===== src/rtl/prog_run_ctrl_pkg.sv =====
// Shared types and constants for the program load-and-run controller.
package prog_run_pkg;

    // Controller phases: idle, streaming the image, holding the core in
    // reset, letting it run, and holding the verdict.
    typedef enum logic [2:0] {
        ST_IDLE = 3'd0,
        ST_LOAD = 3'd1,
        ST_HOLD = 3'd2,
        ST_RUN  = 3'd3,
        ST_DONE = 3'd4
    } run_state_e;

    // Address the test program stores its verdict to.
    localparam logic [31:0] TOHOST_ADDR_DEF = 32'h0000_1000;

    // Verdict value meaning "all tests passed".
    localparam logic [31:0] PASS_CODE = 32'd1;

    // A store terminates the run only when it targets tohost with a
    // non-zero value; a zero store is the program clearing the mailbox.
    function automatic logic is_tohost_hit(
        input logic        we,
        input logic [31:0] addr,
        input logic [31:0] wdata,
        input logic [31:0] tohost
    );
        return we && (addr == tohost) && (wdata != 32'd0);
    endfunction

endpackage


===== src/rtl/prog_run_ctrl_if.sv =====
// Load stream into the controller and the instruction-memory write port
// that comes out of it.
interface prog_run_ctrl_if #(
    parameter int ADDR_W = 10,
    parameter int DATA_W = 32
);
    logic              ld_valid;
    logic              ld_ready;
    logic [DATA_W-1:0] ld_data;
    logic              ld_last;
    logic              imem_we;
    logic [ADDR_W-1:0] imem_addr;
    logic [DATA_W-1:0] imem_wdata;

    // Loader side: offers words, observes the memory writes.
    modport master (
        output ld_valid, ld_data, ld_last,
        input  ld_ready, imem_we, imem_addr, imem_wdata
    );

    // Controller side: accepts words, issues the memory writes.
    modport slave (
        input  ld_valid, ld_data, ld_last,
        output ld_ready, imem_we, imem_addr, imem_wdata
    );
endinterface


===== src/rtl/prog_run_ctrl_run_watchdog.sv =====
// RUN-cycle counter with a programmable expiry compare.
// The count saturates at all-ones and does not advance on the cycle the
// run terminates, so it reports the number of RUN cycles before the end.
module run_watchdog #(
    parameter int CNT_W = 32
) (
    input  logic             clk,
    input  logic             reset_n,
    input  logic             clear,
    input  logic             enable,
    input  logic [CNT_W-1:0] limit,
    output logic [CNT_W-1:0] count,
    output logic             expired
);
    localparam logic [CNT_W-1:0] CNT_ZERO = {CNT_W{1'b0}};
    localparam logic [CNT_W-1:0] CNT_ONE  = CNT_W'(1);
    localparam logic [CNT_W-1:0] CNT_MAX  = {CNT_W{1'b1}};

    logic [CNT_W-1:0] count_r;
    logic             expired_s;
    logic             bump_s;

    // Expiry is reached on the last budgeted cycle; a zero limit disables it.
    always_comb begin
        expired_s = enable && (limit != CNT_ZERO) && (count_r == (limit - CNT_ONE));
        bump_s    = enable && !expired_s && (count_r != CNT_MAX);
    end

    // Cycle counter: cleared on a new run, advanced on each live RUN cycle.
    always_ff @(posedge clk or negedge reset_n) begin
        if (!reset_n) begin
            count_r <= CNT_ZERO;
        end else if (clear) begin
            count_r <= CNT_ZERO;
        end else if (bump_s) begin
            count_r <= count_r + CNT_ONE;
        end else begin
            count_r <= count_r;
        end
    end

    assign count   = count_r;
    assign expired = expired_s;

endmodule


===== src/rtl/prog_run_ctrl.sv =====
// Load-and-run controller: streams a program image into instruction memory,
// holds the core in reset for a fixed window, releases it, and watches its
// stores to the tohost mailbox (or a cycle budget) to produce a verdict.
module prog_run_ctrl
    import prog_run_pkg::*;
#(
    parameter int          ADDR_W      = 10,
    parameter int          DATA_W      = 32,
    parameter int          CNT_W       = 32,
    parameter int          RESET_HOLD  = 4,
    parameter logic [31:0] TOHOST_ADDR = TOHOST_ADDR_DEF
) (
    input  logic             clk,
    input  logic             reset_n,
    input  logic             start,
    prog_run_ctrl_if.slave   ld,
    output logic             core_reset,
    input  logic             mon_we,
    input  logic [31:0]      mon_addr,
    input  logic [31:0]      mon_wdata,
    input  logic [CNT_W-1:0] timeout_limit,
    output logic             busy,
    output logic             done,
    output logic             pass,
    output logic [30:0]      fail_code,
    output logic             timed_out,
    output logic             load_ovf,
    output logic [CNT_W-1:0] cycle_count
);
    localparam logic [ADDR_W-1:0] ADDR_ZERO = {ADDR_W{1'b0}};
    localparam logic [ADDR_W-1:0] ADDR_ONE  = ADDR_W'(1);
    localparam logic [ADDR_W-1:0] ADDR_LAST = {ADDR_W{1'b1}};
    localparam logic [DATA_W-1:0] DATA_ZERO = {DATA_W{1'b0}};
    localparam int                HOLD_W    = (RESET_HOLD > 1) ? $clog2(RESET_HOLD) : 1;
    localparam logic [HOLD_W-1:0] HOLD_ZERO = {HOLD_W{1'b0}};
    localparam logic [HOLD_W-1:0] HOLD_ONE  = HOLD_W'(1);
    localparam logic [HOLD_W-1:0] HOLD_LAST = HOLD_W'(RESET_HOLD - 1);

    run_state_e        state_r;
    logic [ADDR_W-1:0] addr_r;
    logic [HOLD_W-1:0] hold_cnt_r;
    logic              ld_ready_r;
    logic              imem_we_r;
    logic [ADDR_W-1:0] imem_addr_r;
    logic [DATA_W-1:0] imem_wdata_r;
    logic              core_reset_r;
    logic              busy_r;
    logic              done_r;
    logic              pass_r;
    logic [30:0]       fail_code_r;
    logic              timed_out_r;
    logic              load_ovf_r;

    logic              start_ok_s;
    logic              handshake_s;
    logic              hit_s;
    logic              wd_enable_s;
    logic              wd_expired_s;

    // Decode of the events that steer the FSM this cycle.
    always_comb begin
        start_ok_s  = start && ((state_r == ST_IDLE) || (state_r == ST_DONE));
        handshake_s = ld.ld_valid && ld_ready_r;
        hit_s       = (state_r == ST_RUN) &&
                      is_tohost_hit(mon_we, mon_addr, mon_wdata, TOHOST_ADDR);
        // A tohost hit masks the watchdog so the program's verdict wins.
        wd_enable_s = (state_r == ST_RUN) && !hit_s;
    end

    run_watchdog #(
        .CNT_W (CNT_W)
    ) u_watchdog (
        .clk     (clk),
        .reset_n (reset_n),
        .clear   (start_ok_s),
        .enable  (wd_enable_s),
        .limit   (timeout_limit),
        .count   (cycle_count),
        .expired (wd_expired_s)
    );

    // Controller FSM with all outputs registered alongside the state.
    always_ff @(posedge clk or negedge reset_n) begin
        if (!reset_n) begin
            state_r      <= ST_IDLE;
            addr_r       <= ADDR_ZERO;
            hold_cnt_r   <= HOLD_ZERO;
            ld_ready_r   <= 1'b0;
            imem_we_r    <= 1'b0;
            imem_addr_r  <= ADDR_ZERO;
            imem_wdata_r <= DATA_ZERO;
            core_reset_r <= 1'b1;
            busy_r       <= 1'b0;
            done_r       <= 1'b0;
            pass_r       <= 1'b0;
            fail_code_r  <= 31'd0;
            timed_out_r  <= 1'b0;
            load_ovf_r   <= 1'b0;
        end else begin
            imem_we_r <= 1'b0;
            case (state_r)
                ST_IDLE, ST_DONE: begin
                    if (start_ok_s) begin
                        state_r     <= ST_LOAD;
                        addr_r      <= ADDR_ZERO;
                        ld_ready_r  <= 1'b1;
                        busy_r      <= 1'b1;
                        done_r      <= 1'b0;
                        pass_r      <= 1'b0;
                        fail_code_r <= 31'd0;
                        timed_out_r <= 1'b0;
                        load_ovf_r  <= 1'b0;
                    end
                end
                ST_LOAD: begin
                    if (handshake_s) begin
                        imem_we_r    <= 1'b1;
                        imem_addr_r  <= addr_r;
                        imem_wdata_r <= ld.ld_data;
                        if (ld.ld_last) begin
                            state_r    <= ST_HOLD;
                            ld_ready_r <= 1'b0;
                            hold_cnt_r <= HOLD_ZERO;
                        end else if (addr_r == ADDR_LAST) begin
                            // Memory full before the image ended: stop here,
                            // never wrap over the words already written.
                            state_r    <= ST_HOLD;
                            ld_ready_r <= 1'b0;
                            hold_cnt_r <= HOLD_ZERO;
                            load_ovf_r <= 1'b1;
                        end else begin
                            addr_r <= addr_r + ADDR_ONE;
                        end
                    end
                end
                ST_HOLD: begin
                    if (hold_cnt_r == HOLD_LAST) begin
                        state_r      <= ST_RUN;
                        core_reset_r <= 1'b0;
                    end else begin
                        hold_cnt_r <= hold_cnt_r + HOLD_ONE;
                    end
                end
                ST_RUN: begin
                    if (hit_s) begin
                        state_r      <= ST_DONE;
                        core_reset_r <= 1'b1;
                        busy_r       <= 1'b0;
                        done_r       <= 1'b1;
                        pass_r       <= (mon_wdata == PASS_CODE);
                        fail_code_r  <= mon_wdata[31:1];
                    end else if (wd_expired_s) begin
                        state_r      <= ST_DONE;
                        core_reset_r <= 1'b1;
                        busy_r       <= 1'b0;
                        done_r       <= 1'b1;
                        pass_r       <= 1'b0;
                        timed_out_r  <= 1'b1;
                    end
                end
                default: begin
                    state_r      <= ST_IDLE;
                    ld_ready_r   <= 1'b0;
                    core_reset_r <= 1'b1;
                    busy_r       <= 1'b0;
                end
            endcase
        end
    end

    assign ld.ld_ready   = ld_ready_r;
    assign ld.imem_we    = imem_we_r;
    assign ld.imem_addr  = imem_addr_r;
    assign ld.imem_wdata = imem_wdata_r;
    assign core_reset    = core_reset_r;
    assign busy          = busy_r;
    assign done          = done_r;
    assign pass          = pass_r;
    assign fail_code     = fail_code_r;
    assign timed_out     = timed_out_r;
    assign load_ovf      = load_ovf_r;

endmodule


===== src/flat_wrapper.sv =====
// flat-port wrapper written by rule: the top's interface ports become plain ports
module prog_run_ctrl_flat import prog_run_pkg::*;
#(
    parameter int          ADDR_W      = 10,
    parameter int          DATA_W      = 32,
    parameter int          CNT_W       = 32,
    parameter int          RESET_HOLD  = 4,
    parameter logic [31:0] TOHOST_ADDR = TOHOST_ADDR_DEF
)
  (clk, reset_n, start, core_reset, mon_we, mon_addr, mon_wdata, timeout_limit, busy, done, pass, fail_code, timed_out, load_ovf, cycle_count, ld_ld_valid, ld_ld_data, ld_ld_last, ld_ld_ready, ld_imem_we, ld_imem_addr, ld_imem_wdata);
  prog_run_ctrl_if #(.ADDR_W(ADDR_W), .DATA_W(DATA_W)) ld_i ();
  input  logic clk;
  input  logic reset_n;
  input  logic start;
  output logic core_reset;
  input  logic mon_we;
  input  logic [31:0] mon_addr;
  input  logic [31:0] mon_wdata;
  input  logic [CNT_W-1:0] timeout_limit;
  output logic busy;
  output logic done;
  output logic pass;
  output logic [30:0] fail_code;
  output logic timed_out;
  output logic load_ovf;
  output logic [CNT_W-1:0] cycle_count;
  input wire logic [$bits(ld_i.ld_valid)-1:0] ld_ld_valid;
  input wire logic [$bits(ld_i.ld_data)-1:0] ld_ld_data;
  input wire logic [$bits(ld_i.ld_last)-1:0] ld_ld_last;
  output wire logic [$bits(ld_i.ld_ready)-1:0] ld_ld_ready;
  output wire logic [$bits(ld_i.imem_we)-1:0] ld_imem_we;
  output wire logic [$bits(ld_i.imem_addr)-1:0] ld_imem_addr;
  output wire logic [$bits(ld_i.imem_wdata)-1:0] ld_imem_wdata;
  assign ld_i.ld_valid = ld_ld_valid;
  assign ld_i.ld_data = ld_ld_data;
  assign ld_i.ld_last = ld_ld_last;
  assign ld_ld_ready = ld_i.ld_ready;
  assign ld_imem_we = ld_i.imem_we;
  assign ld_imem_addr = ld_i.imem_addr;
  assign ld_imem_wdata = ld_i.imem_wdata;
  prog_run_ctrl #(.ADDR_W(ADDR_W), .DATA_W(DATA_W), .CNT_W(CNT_W), .RESET_HOLD(RESET_HOLD), .TOHOST_ADDR(TOHOST_ADDR)) u_core (.clk(clk), .reset_n(reset_n), .start(start), .ld(ld_i), .core_reset(core_reset), .mon_we(mon_we), .mon_addr(mon_addr), .mon_wdata(mon_wdata), .timeout_limit(timeout_limit), .busy(busy), .done(done), .pass(pass), .fail_code(fail_code), .timed_out(timed_out), .load_ovf(load_ovf), .cycle_count(cycle_count));
endmodule

===== config.mk =====
export PLATFORM = sky130hd
export DESIGN_NAME = prog_run_ctrl_flat
export DESIGN_NICKNAME = d
export VERILOG_FILES = /design/src/rtl/prog_run_ctrl_pkg.sv /design/src/rtl/prog_run_ctrl_if.sv /design/src/rtl/prog_run_ctrl_run_watchdog.sv /design/src/rtl/prog_run_ctrl.sv /design/src/flat_wrapper.sv
export SDC_FILE = /design/constraint.sdc
export NUM_CORES = 1
export LEC_CHECK = 0
export CAP_MARGIN = 20
export CORE_MARGIN = 5
export CORE_UTILIZATION = 49
export CTS_CLUSTER_SIZE = 28
export DETAILED_ROUTE_END_ITERATION = 7
export GPL_TIMING_DRIVEN = 1
export PLACE_DENSITY = 0.86
export REMOVE_ABC_BUFFERS = 1
export SETUP_SLACK_MARGIN = 0.2
export SYNTH_ARGS = -nofsm -noshare
export SYNTH_HDL_FRONTEND = slang
export SYNTH_SLANG_ARGS = --single-unit

===== constraint.sdc =====
create_clock -name clk -period 7 [get_ports clk]
set_clock_uncertainty 0.05 [all_clocks]
set_input_delay 1.75 -clock clk [delete_from_list [all_inputs] [get_ports clk]]
set_output_delay 1.75 -clock clk [all_outputs]
set_load 0.02 [all_outputs]

==> impl_results.md <==
* DRT Wirelength at approximately 22000 um
* DIE AREA at about 17000 um^2
* Ports at around 250
* Post-CTS sizing at 0
* First-pass GRT wire length at ~35000 um
* Worst Path Arrival at around 6200 ps
* Initial antenna violation count at 0
* Sequential area share after synthesis at 46.2%
* HPWL Detailed at around 16000 um
* Startpoint Class: input pin
* Clk slew on worst S/H paths at approximately 50 ps
* Reg-to-reg slack, setup at ~3500 ps
* Height of the die at 129 um
* Synth cell count leaders: 166 x nand2_1, 127 x dfrtp_1, 36 x nor2_1
* Setup crit start: timeout_limit[4]
* Antenna viol nets, final at 0
* Total chip power at roughly 2.7 mW
* DR iter-0 viols at around 550
* Ranking of synthesized cells by area: dfrtp_1 46%, nand2_1 9.0%, a22o_1 4.0%
* Dpl ws at approximately 750 ps
* Area of the core at between 10000 and 15000 um^2
* Antenna diodes at 0
* Hold path depth at 2
* Die Wd at around 130 um
* Placed Cells at 1166
* Initial Utilization at between 40% and 50%
* Inserted Clock Buffers at 17
* Cell area after layout at 10100 um^2
* Area leader, netlist: dfrtp_1
* CTS tree: built
* Max-slew headroom at 28.0%
* RSZ-0062 raised after global routing: false
* PD cells at 267 nW/um^2
* Residual DRC at 0
* Async S/R FF share, synth at between 90% and 100%
* Share of cells above drive strength 1 at roughly 5.5%
* Synth top area share at 45.8%
* Mapped Area at 6940 um^2
* Vias in the first global route at between 6000 and 7000
* Count leader, synth: nand2_1
* Rows at 43
* Leak pwr at 4.21 nW
* Overflow after GRT at 0
* Min-Delay Path Class: reg2reg
* Cell Count, Final, Fillers Out at 1198
* RR Startpoint: u_core.u_watchdog.count[3]$_DFFE_PN0P_
* Final Hold Fails at 0
* Maxcap violations at 0
* Post-CTS Hold Buffers at 0
* Crit path time final at 5940 ps
* Vias at between 6000 and 7000
* Peak VDD IR at roughly 200 uV
* Util after Layout at 73.0%
* H-Tree Depth at 4
* Worst Path Class, Setup: in2reg
* Outcome: completed
* Worst-Skew Late Latency at 420 ps
* Drt wl/cell at between 15 and 20 um
* Post-synthesis mux area share at under 10%
* CP endpoint kind: flop
* Final slew viol count at 0
* Simple-gate portion of the synthesized area at between 20% and 30%
* Endpoints failing setup at 0
* Net count, final at between 1000 and 1500
* Port bufs at approximately 250
* Cell variety after synth at a little over 60
* Worst Path Required at 7280 ps
* Vias per cell at between 5 and 6
* Synth Area in Compound Gates at 14.4%
* Reg2Reg Depth at 10
* Tightest Pin Transition at between 1000 and 1500 ps
* Post-CTS Setup Bufs at 0
* Yosys warnings at 0
* Final Cycle Share at between 80% and 90%
* Worst setup margin at between 1000 and 1500 ps
* Placed instance area at 9510 um^2
* Mean Syn Cell Area at roughly 9.0 um^2
* Post-synthesis xor/xnor area fraction at roughly 4.8%
* TNS Setup at 0 ps
* Ys flop type: dfrtp_1
* Clock sinks at 128
* CP Max Fanout at 40
* Largest family of logic cells by synthesized area: simple AND/OR/NAND/NOR gates
* Largest net degree at the start of global routing at 79
* Total track usage at a little over a quarter
* Drt first pass iters at 5
* Synth-to-Final Area Change at 46.1%
* Root Buffer: clkbuf_16
* CTS Buffer Depth at 2
* End of the worst register-to-register path: u_core.u_watchdog.count[23]$_DFFE_PN0P_
* Yosys reg bits at between 100 and 150
* Crit path capture: u_core.u_watchdog.count[23]$_DFFE_PN0P_
* Hold_ws at ~420 ps
* Fmax at 0.168 GHz
* Post-synth EDFFs at 0
* Mapped Cells at between 700 and 800
* GPL Wtd Cong at between 0.9 and 1
* Synth Area in Adders at less than 1%
cell usage in the layout, fill, tap and decap left out, types with 4 or more instances in the layout:
master / instances
xor2_1: 17
or3_1: 21
nand2b_1: 9
or4_1: 21
a22o_1: 32
nor4_1: 32
mux2i_1: 13
xnor2_1: 21
o31ai_1: 18
nor3_1: 17
dfrtp_1: 127
inv_1: 11
nand4_1: 17
nand3b_1: 4
or2_2: 4
nor2_1: 35
buf_4: 12
nand2_1: 166
o31a_1: 4
clkinv_2: 5
o21ai_0: 28
bufinv_16: 4
nor4b_1: 5
a21oi_1: 34
ha_1: 4
nand3_1: 21
and3_1: 12
and4_1: 4
clkdlybuf4s50_1: 245
clkbuf_16: 17
state kept, by name (all words and copies together), names as in the netlist, 2 cells and up:
register / count
u_core.addr_r: 10
u_core.ld.imem_addr: 10
u_core.fail_code: 31
u_core.ld.imem_wdata: 32
u_core.u_watchdog.count: 32
u_core.hold_cnt_r: 2
u_core.state_r: 3
worst min-delay path by stage:
stage,start,endpoint
CTS,u_core.ld.imem_wdata[16]$_DFFE_PN0P_,u_core.ld.imem_wdata[16]$_DFFE_PN0P_
global placement,u_core.ld.imem_wdata[18]$_DFFE_PN0P_,u_core.ld.imem_wdata[18]$_DFFE_PN0P_
detailed placement,u_core.ld.imem_wdata[16]$_DFFE_PN0P_,u_core.ld.imem_wdata[16]$_DFFE_PN0P_
finish,u_core.ld.imem_wdata[16]$_DFFE_PN0P_,u_core.ld.imem_wdata[16]$_DFFE_PN0P_
floorplan,u_core.hold_cnt_r[1]$_DFFE_PN0P_,u_core.hold_cnt_r[1]$_DFFE_PN0P_
global route,u_core.ld.imem_addr[0]$_DFFE_PN0P_,u_core.ld.imem_addr[0]$_DFFE_PN0P_
worst max-delay path: stages:
cell and delay, ps:
clkdlybuf4s50_1 560, or3_1 560, or4_1 690, nor4_1 570, nor4bb_1 360, o31ai_1 110
nor4_1 300, o2111a_2 700, buf_4 310, o21ai_0 120, a21oi_1 170
cell type report:
| type | count | area [um^2] |
|---|---|---|
| sequential | 128 | 3200 |
| tap | 180 | 225 |
| fill | 1011 | 3740 |
| timing repair buffer | 257 | 2540 |
| clock buffer | 21 | 470 |
| clock inverter | 11 | 160 |
| multi-input combinational | 589 | 3490 |
| inverter | 12 | 45.0 |
cells by family (layout without fill, tap and decap cells):
| kind of cell | count (synthesis) | after routing |
|---|---|---|
| mux | 15 | 15 |
| flops | 128 | 128 |
| compound gates | 146 | 146 |
| simple gates | 386 | 386 |
| fa+ha+maj | 4 | 4 |
| buf+inv | 55 | 301 |
| xor+xnor | 38 | 38 |
metal layers:
layer | global-route usage, % | vias up | share of wire, %
li1 | - | 3275 | -
met1 | 31.9 | 3234 | 40
met2 | 42.9 | 328 | 47
met3 | 11.0 | 30 | 11
met4 | 7.97 | 0 | 1.8
met5 | 0 | - | 0
where the power goes:
part	internal (mW)	switching (mW)	leakage, nW
sequential	0.841	0.133	1.63
combinational	0.391	0.397	2.27
clock	0.621	0.321	0.309
Note: power is estimated with default switching activity, not from simulation.
